===== config.mk =====
export PLATFORM = sky130hd
export DESIGN_NAME = imem_uart_loader
export DESIGN_NICKNAME = d
export VERILOG_FILES = /design/src/rtl/imem_uart_loader.sv
export SDC_FILE = /design/constraint.sdc
export NUM_CORES = 1
export LEC_CHECK = 0
export CORE_MARGIN = 2
export CORE_UTILIZATION = 45
export DETAILED_ROUTE_END_ITERATION = 8
export GPL_TIMING_DRIVEN = 1
export PLACE_DENSITY_LB_ADDON = 0.15
export SKIP_LAST_GASP = 1
export SYNTH_ARGS = -nofsm -noshare
export SYNTH_HDL_FRONTEND = slang
export SYNTH_SLANG_ARGS = --single-unit

===== constraint.sdc =====
create_clock -name clock -period 2.1 [get_ports clock]
set_input_delay 0.315 -clock clock [delete_from_list [all_inputs] [get_ports clock]]
set_output_delay 0.315 -clock clock [all_outputs]
set_load 0.01 [all_outputs]

===== src/rtl/imem_uart_loader.sv =====
// UART-fed instruction-memory loader: receives SYNC/LEN/DATA/CSUM frames and
// writes them byte-by-byte into imem. Optional inter-byte timeout: LOADER_TIMEOUT_EN.
module imem_uart_loader #(
  parameter int         WIDTH        = 32,
  parameter int         IMEM_DEPTH   = 4096,
  parameter int         CLKS_PER_BIT = 868,
  parameter logic [7:0] SYNC_BYTE    = 8'hA5,
  parameter int         TIMEOUT_CLKS = 1000000
) (
  input  logic             clock,
  input  logic             reset_n,
  input  logic             rx,
  output logic             insMemEn,
  output logic [WIDTH-1:0] insMemAddr,
  output logic [WIDTH-1:0] insMemData,
  output logic             cpuReset,
  output logic             loadDone,
  output logic             loadError
);

  localparam int          CNT_W   = $clog2(CLKS_PER_BIT);
  localparam logic [CNT_W-1:0] FULL_M1 = CNT_W'(CLKS_PER_BIT - 1);
  localparam logic [CNT_W-1:0] HALF_M1 = CNT_W'(CLKS_PER_BIT / 2 - 1);
  localparam logic [16:0] MAX_LEN = 17'(IMEM_DEPTH);

  if (CLKS_PER_BIT < 4 || TIMEOUT_CLKS < 1) begin : g_bad_param
    $error("imem_uart_loader: CLKS_PER_BIT must be >= 4 and TIMEOUT_CLKS >= 1");
  end

  typedef enum logic [1:0] {RX_IDLE, RX_START, RX_BITS, RX_STOP} rx_state_t;
  typedef enum logic [2:0] {IDLE, LEN_LO, LEN_HI, DATA, CSUM, DONE, ERROR} state_t;

  // ---------------------------------------------------------------- UART RX
  logic             rx_meta, rx_sync, rx_prev;
  rx_state_t        rx_state, rx_state_next;
  logic [CNT_W-1:0] rx_cnt;
  logic [2:0]       bit_idx;
  logic [7:0]       rx_byte;
  logic             rx_cnt_clr, shift_en, stop_sample;
  logic             byte_valid, frame_err;

  // NOTE: sequential state uses non-blocking assignments so every flop samples
  // pre-edge values; blocking here would create order-dependent simulation races.
  always_ff @(posedge clock or negedge reset_n) begin
    if (!reset_n) begin
      rx_meta <= 1'b1;
      rx_sync <= 1'b1;
      rx_prev <= 1'b1;
    end else begin
      rx_meta <= rx;
      rx_sync <= rx_meta;
      rx_prev <= rx_sync;
    end
  end

  // NOTE: every signal written in always_comb gets a default first, so no path
  // leaves it unassigned and no latch is inferred.
  always_comb begin
    rx_state_next = rx_state;
    rx_cnt_clr    = 1'b0;
    shift_en      = 1'b0;
    stop_sample   = 1'b0;
    unique case (rx_state)
      RX_IDLE: if (rx_prev && !rx_sync) begin
        rx_state_next = RX_START;
        rx_cnt_clr    = 1'b1;
      end
      RX_START: if (rx_cnt == HALF_M1) begin
        rx_cnt_clr    = 1'b1;
        rx_state_next = rx_sync ? RX_IDLE : RX_BITS;  // high at mid-start = glitch
      end
      RX_BITS: if (rx_cnt == FULL_M1) begin
        rx_cnt_clr = 1'b1;
        shift_en   = 1'b1;
        if (bit_idx == 3'd7) rx_state_next = RX_STOP;
      end
      RX_STOP: if (rx_cnt == FULL_M1) begin
        rx_cnt_clr    = 1'b1;
        stop_sample   = 1'b1;
        rx_state_next = RX_IDLE;
      end
      default: rx_state_next = RX_IDLE;
    endcase
  end

  always_ff @(posedge clock or negedge reset_n) begin
    if (!reset_n) begin
      rx_state   <= RX_IDLE;
      rx_cnt     <= '0;
      bit_idx    <= '0;
      rx_byte    <= '0;
      byte_valid <= 1'b0;
      frame_err  <= 1'b0;
    end else begin
      rx_state   <= rx_state_next;
      rx_cnt     <= (rx_cnt_clr || rx_state == RX_IDLE) ? '0 : rx_cnt + 1'b1;
      if (rx_state == RX_START)
        bit_idx <= '0;
      else if (shift_en)
        bit_idx <= bit_idx + 3'd1;
      if (shift_en) rx_byte <= {rx_sync, rx_byte[7:1]};
      byte_valid <= stop_sample &&  rx_sync;
      frame_err  <= stop_sample && !rx_sync;
    end
  end

  // ---------------------------------------------------------------- loader FSM
  state_t      state, state_next;
  logic [15:0] len, idx;
  logic [7:0]  csum;
  logic        in_frame, timeout;
  logic        start_frame, take_lo, take_hi, do_write, set_done, set_error;

  assign in_frame = (state == LEN_LO) || (state == LEN_HI) ||
                    (state == DATA)   || (state == CSUM);

`ifdef LOADER_TIMEOUT_EN
  localparam int TO_W = $clog2(TIMEOUT_CLKS + 1);
  logic [TO_W-1:0] to_cnt;

  always_ff @(posedge clock or negedge reset_n) begin
    if (!reset_n)                    to_cnt <= '0;
    else if (byte_valid || !in_frame) to_cnt <= '0;
    else                             to_cnt <= to_cnt + 1'b1;
  end

  assign timeout = in_frame && !byte_valid && (to_cnt == TO_W'(TIMEOUT_CLKS - 1));
`else
  assign timeout = 1'b0;
`endif

  always_comb begin
    state_next  = state;
    start_frame = 1'b0;
    take_lo     = 1'b0;
    take_hi     = 1'b0;
    do_write    = 1'b0;
    set_done    = 1'b0;
    set_error   = 1'b0;
    unique case (state)
      IDLE, DONE, ERROR: if (byte_valid && rx_byte == SYNC_BYTE) begin
        state_next  = LEN_LO;
        start_frame = 1'b1;
      end
      LEN_LO: if (byte_valid) begin
        state_next = LEN_HI;
        take_lo    = 1'b1;
      end
      LEN_HI: if (byte_valid) begin
        take_hi = 1'b1;
        if ({1'b0, rx_byte, len[7:0]} > MAX_LEN) begin
          state_next = ERROR;
          set_error  = 1'b1;
        end else if ({rx_byte, len[7:0]} == 16'd0) begin
          state_next = CSUM;
        end else begin
          state_next = DATA;
        end
      end
      DATA: if (byte_valid) begin
        do_write = 1'b1;
        if (idx + 16'd1 == len) state_next = CSUM;
      end
      CSUM: if (byte_valid) begin
        if (rx_byte == csum) begin
          state_next = DONE;
          set_done   = 1'b1;
        end else begin
          state_next = ERROR;
          set_error  = 1'b1;
        end
      end
      default: state_next = IDLE;
    endcase
    // A bad stop bit or a stalled sender inside a frame aborts the load.
    if (in_frame && (frame_err || timeout)) begin
      state_next = ERROR;
      set_error  = 1'b1;
      do_write   = 1'b0;
    end
  end

  always_ff @(posedge clock or negedge reset_n) begin
    if (!reset_n) state <= IDLE;
    else          state <= state_next;
  end

  always_ff @(posedge clock or negedge reset_n) begin
    if (!reset_n) begin
      len        <= '0;
      idx        <= '0;
      csum       <= '0;
      insMemEn   <= 1'b0;
      insMemAddr <= '0;
      insMemData <= '0;
      cpuReset   <= 1'b1;
      loadDone   <= 1'b0;
      loadError  <= 1'b0;
    end else begin
      insMemEn <= do_write;
      if (start_frame) begin
        idx       <= '0;
        csum      <= '0;
        cpuReset  <= 1'b1;
        loadDone  <= 1'b0;
        loadError <= 1'b0;
      end
      if (take_lo) len[7:0]  <= rx_byte;
      if (take_hi) len[15:8] <= rx_byte;
      if (do_write) begin
        insMemAddr <= WIDTH'(idx);
        insMemData <= WIDTH'(rx_byte);
        csum       <= csum + rx_byte;
        idx        <= idx + 16'd1;
      end
      if (set_done) begin
        loadDone <= 1'b1;
        cpuReset <= 1'b0;
      end
      if (set_error) begin
        loadError <= 1'b1;
        cpuReset  <= 1'b1;
      end
    end
  end

endmodule


==> flow_summary.yaml, run 1 <==
route:
  antenna_left: 0
  viasPerCell: 5.20
  dr.pass1.iters: 5
  drc: 0
  routed_wl_mm: 12.4
  routedWlPerCell_um: 15.3
  drt_iter0_drc: 246
  vias: 4221
place:
  hpwl_mm: 8.74
  portBuffers: 30
  pre_cts_slack_ps: -58.9
  routabilityCongestion: 0.879
setup_path:
  crit_path_start_kind: "flip-flop"
  crit_path_end_kind: "flip-flop"
  worstPathRequired_ps: 2330
  path_class: "flip-flop to flip-flop"
  crit_fanout: 4
  rrSetupSlack_ps: 8
  crit_arrival_ps: 2320
final_layout:
  multi_input_area_um2: 2840
  fin_nets: 675
  fillerInstances: 1079
  antenna_cells: 0
  synthToLayoutAreaGrowth_pct: 20.7
  seqCellArea_um2: 2490
  drive_above_1_share_pct: 23.5
status:
  outcome: "finished, final reports clean"
clock_tree:
  h-tree-depth: 3
  numCtsBuffers: 9
  cts_tree: "built"
  clk_path_buf_depth: 2
  clock_sinks: 99
  cts_root_buf: "clkbuf_16"
  clk_latency_ps: 350
  path_clk_slew_ps: 70
sta:
  tns_ps: 0
  layout_setup_ws_ps: 8.09
  fin_hold_ws_ps: 360
  hold_viol: 0
  finalMaxSlewViolations: 0
  fmax_mhz: 478
  finalSetupViolations: 0
  skew_ps: 5.27
  rsz0062_at_grt: "yes"
  period_share_pct: 99.6
  finalCriticalPeriod_ps: 2090
grt:
  grt_pass1_vias: 4187
  grtUsageMet3_pct: 3.43
  grt_usage_pct: 19.7
  use_met2_pct: 34.4
  grt_use_met1_pct: 24.1
  overflow: 0
  grt_pass1_wl_mm: 20.4
  grt_max_degree: 50
  grt.busiest_layer: "met2"
  antenna_found_initial: 0
power:
  p_per_area_nw_per_um2: 595
  leakagePower_nw: 3.22
  vdd_drop_max_v: 0.000443
synthesis:
  netlist_instances: 585
  syn_avg_cell_area_um2: 9.48
  yosysUniqueCellTypes: 73
  ys_ff_latch: 99
  ys_warn_count: 0
  yosys.area.top_type: "dfrtp_1"
  synthesis.area_um2: 5550
  synth_top_area_share_pct: 42.9
  ys_seq_area_share_pct: 44.7
  synth_top_flop_cell: "dfrtp_1"
  ys_async_sr_fraction_pct: 100
  synth_edf_count: 0
  synth_area_leaders: "dfrtp_1, nand2_1, buf_4, mux2_2, xnor2_1"
die:
  start_util_pct: 46.2
  die_h_um: 115
  io_pins: 71
  dieArea_um2: 13200
  die_width_um: 115
  fp.coreArea_um2: 12000
  row_count: 40
min_path:
  hold_class: "flip-flop to flip-flop"
run:
  cap_viol_max_count: 0
-- sequential cells by signal (all words and copies together), names as in the netlist, named ones only --
name / count
rx_cnt: 10
insMemEn: 1
cpuReset: 1
rx_sync: 1
insMemData: 8
csum: 8
bit_idx: 3
rx_state: 1
rx_meta: 1
rx_byte: 8
insMemAddr: 16
loadDone: 1
loadError: 1
idx: 16
len: 16
frame_err: 1
state: 3
byte_valid: 1
rx_prev: 1
-- kinds of logic (layout without fill, tap and decap cells) --
group,after synthesis,in the layout,synth area share [%]
other,1,40,0.0676
adders and majority gates,14,14,3.25
and+or+nand+nor,224,224,19.9
DFF,99,99,44.7
xor gates and xnor gates,39,39,6.16
buffers and inverters,83,123,9.52
AOI/OAI and AO/OA,101,101,11.5
muxes,24,24,4.85
-- per-layer routing --
layer	vias up	wire length, um
met2	79	6270
met4	0	269
met1	2058	5500
met3	18	343
li1	2066	-
met5	-	0
-- stage by stage --
step | std cells | cell area [um^2] | utilization [%] | power, mW
6_report | 811 | 6700 | 55.7 | 3.98
5_1_grt | 811 | 6700 | 55.7 | 4.13
4_1_cts | 809 | 6590 | 54.8 | 4.00
3_5_place_dp | 790 | 6200 | 51.6 | 2.27
3_3_place_gp | 790 | 6200 | 51.6 | 2.26
2_1_floorplan | 624 | 5720 | - | 2.21
-- path summary, 6_finish.rpt --
kind	startpoint	to	cells after the start
min in group asynchronous	reset_n	insMemAddr[2]	2
worst min-delay path	rx_meta	rx_sync	0
max in group asynchronous	reset_n	cpuReset	3
worst max-delay path	rx_byte[1]	csum[7]	8
worst max register to register	rx_byte[1]	csum[7]	8
worst min register to register	rx_meta	rx_sync	0
-- worst max-delay path: stages, from the launching register on --
cell	delay, ps
dfrtp_1	410
ha_1	330
a21o_1	180
a21oi_2	160
o21bai_2	100
a2111oi_4	360
nor3_1	90
a211oi_1	240
o31ai_1	110
-- placed cells by master, fill, tap and decap left out, drive strengths merged, types with 3 or more instances in the layout --
cell,count
nand2,105
dfrtp,95
buf,63
nor2,42
conb,40
o21ai,39
clkdlybuf4s50,29
xnor2,24
mux2,23
a21oi,20
xor2,15
inv,14
ha,12
nand3,12
clkbuf,11
nor3,10
and3,8
o22ai,7
nand4,7
nor4,7
or3,6
o31ai,5
nor2b,5
a21o,4
dfstp,4
and2,4
nor3b,4
a31oi,3
nand2b,3
a22o,3
clkinvlp,3
-- report_power, final --
part	switching, mW	internal (mW)	leakage, nW
Sequential	0.0660	1.94	1.36
Combinational	0.158	0.0834	1.71
Clock	0.740	0.990	0.144
-- repair_timing --
item,4_1_cts,5_1_grt
setup endpoints to repair,4,39
hold buffers,1,0
hold endpoints to repair,28,0
pin swaps,10,8
cloned,0,0
buffers inserted,2,2
resized for setup,9,24
-- Yosys cell counts (4+ instances only) --
master and n:
a21o_1 4, a21oi_1 19, and3_1 6, buf_2 9
buf_4 42, buf_6 5, clkbuf_1 12, dfrtp_1 95
dfstp_2 4, ha_1 12, inv_1 13, mux2_2 23
nand2_1 105, nand3_1 9, nand4_1 5, nor2_1 42
nor2b_1 5, nor3_1 9, nor4_1 6, o21ai_0 30
o21ai_1 8, o22ai_1 7, o31ai_1 5, or3_1 5
xnor2_1 24, xor2_1 15
-- area by class of cell --
cell class / instances / share of cell area, %
clock inverter: 5 / 0.916
clock buffer: 11 / 3.77
sequential: 99 / 37.1
multi-input combinational: 442 / 42.4
tap: 147 / 2.75
inverter: 14 / 0.785
timing repair buffer: 93 / 12.2
(Power assumes the default switching activity.)
==> inputs of run 2 (changes only) <==
Settings changed: CORE_UTILIZATION 45 to 51.
==> flow_summary.yaml, run 2 (same netlist as run 1, synthesis figures left out) <==
final_layout:
  fillerInstances: 924
  drive_above_1_share_pct: 24.9
  fin_nets: 679
  multi_input_area_um2: 2890
  seqCellArea_um2: 2490
  final_common_cell: "nand2_1"
  largestRegisters: "idx x16, insMemAddr x16, len x16"
  synthToLayoutAreaGrowth_pct: 20.2
  final_cell_mix: "nand2_1, dfrtp_1, buf_4"
  antenna_cells: 0
clock_tree:
  numCtsBuffers: 9
  clk_latency_ps: 380
  cts_root_buf: "clkbuf_8"
  path_clk_slew_ps: 100
  clk_path_buf_depth: 2
  cts_tree: "built"
  clock_sinks: 99
  h-tree-depth: 3
route:
  routed_wl_mm: 12.4
  drc: 0
  routedWlPerCell_um: 15.3
  vias: 4275
  dr.pass1.iters: 4
  antenna_left: 0
  viasPerCell: 5.29
  drt_iter0_drc: 179
sta:
  rsz0062_at_grt: "yes"
  tightest_slew_ps: 597
  fmax_mhz: 479
  finalCriticalPeriod_ps: 2090
  finalMaxSlewViolations: 0
  period_share_pct: 99.4
  skew_ps: 15.4
  hold_viol: 0
  finalSetupViolations: 0
  fin_hold_ws_ps: 327
  max_slew_margin_pct: 59.7
grt:
  grt_usage_pct: 22.6
  grt_pass1_wl_mm: 20.7
  grt_max_degree: 52
  antenna_found_initial: 0
  grt_pass1_vias: 4223
  overflow: 0
power:
  leakagePower_nw: 3.23
  vdd_drop_max_v: 0.000440
  total_power_mw: 3.57
  p_per_area_nw_per_um2: 536
setup_path:
  crit_arrival_ps: 2340
  crit_path_end_kind: "flip-flop"
  path_class: "flip-flop to flip-flop"
  crit_path_start_kind: "flip-flop"
  crit_fanout: 15
  worstPathRequired_ps: 2350
place:
  routabilityCongestion: 0.885
  hpwl_mm: 8.70
  portBuffers: 30
status:
  outcome: "finished, final reports clean"
die:
  fp.coreArea_um2: 10700
  start_util_pct: 51.6
  die_width_um: 108
  die_h_um: 108
  io_pins: 71
  row_count: 38
  dieArea_um2: 11700
run:
  cap_viol_max_count: 0
min_path:
  hold_class: "input pin to async pin"
## run 2: cell types whose count changed in the layout (fill, tap and decap cells not counted), sizes merged
cell and delta:
buf +4, clkinvlp -2, clkbuf +1, clkinv +1
## run 2: routing by layer
layer  global-route usage [%]  vias up  part of all wire, %
met5                        0        -                    0
li1                         -     2081                    -
met4                     6.78        0                  1.6
met1                     30.8     2096                   46
met2                     37.2       81                   49
met3                     3.50       17                  3.6
## run 2: final cells by class
| cell class | instances | area share [%] |
|---|---|---|
| clock inverter | 4 | 0.713 |
| clock buffer | 12 | 2.48 |
| sequential | 99 | 37.3 |
| timing repair buffer | 97 | 12.8 |
| multi-input combinational | 442 | 43.3 |
| tap | 140 | 2.63 |
| inverter | 14 | 0.788 |
## run 2: path summary, 6_finish.rpt
check	from	endpoint	slack [ps]	cells past startpoint
worst min register to register	rx_meta	rx_sync	360	0
worst max register to register	rx_byte[1]	idx[2]	10	7
worst max-delay path	rx_byte[1]	idx[2]	10	7
min in group clock	rx	rx_meta	350	1
max in group asynchronous	reset_n	rx_prev	1040	3
worst min-delay path	reset_n	insMemAddr[4]	330	2
## run 2: repair_timing
| action | CTS | global route |
|---|---|---|
| hold buffers | 1 | 0 |
| pin swaps | 13 | 13 |
| gates resized for setup | 11 | 32 |
| gates cloned | 0 | 0 |
| setup endpoints to repair | 5 | 38 |
| setup buffers | 1 | 4 |
| hold endpoints to repair | 13 | 0 |
## run 2: report_power, final
part	total [mW]	switching [mW]	internal (mW)
Combinational	0.268	0.160	0.107
Sequential	2.00	0.0573	1.94
Clock	1.31	0.662	0.645
Total	3.57	0.879	2.69
## run 2: worst max-delay path, cell delays in order, from the launching register on
cell and delay [ps]:
dfrtp_1 440, or2_1 260, or4_4 570, nor2_2 140, nor2_1 100, buf_12 160, o21ai_0 170, o21ai_0 110
## run 2: stage by stage
| step | instance area [um^2] | utilization, % | setup slack (ps) | std cells | TNS [ps] |
|---|---|---|---|---|---|
| floorplan | 5720 | - | 12.2 | 624 | 0 |
| global placement | 6230 | 58.0 | -23.9 | 786 | -23.9 |
| detailed placement | 6230 | 58.0 | -65.0 | 786 | -194 |
| CTS | 6520 | 60.7 | -19.6 | 804 | -19.6 |
| global route | 6670 | 62.1 | -120 | 808 | -681 |
| finish | 6670 | 62.1 | 11.7 | 808 | 0 |
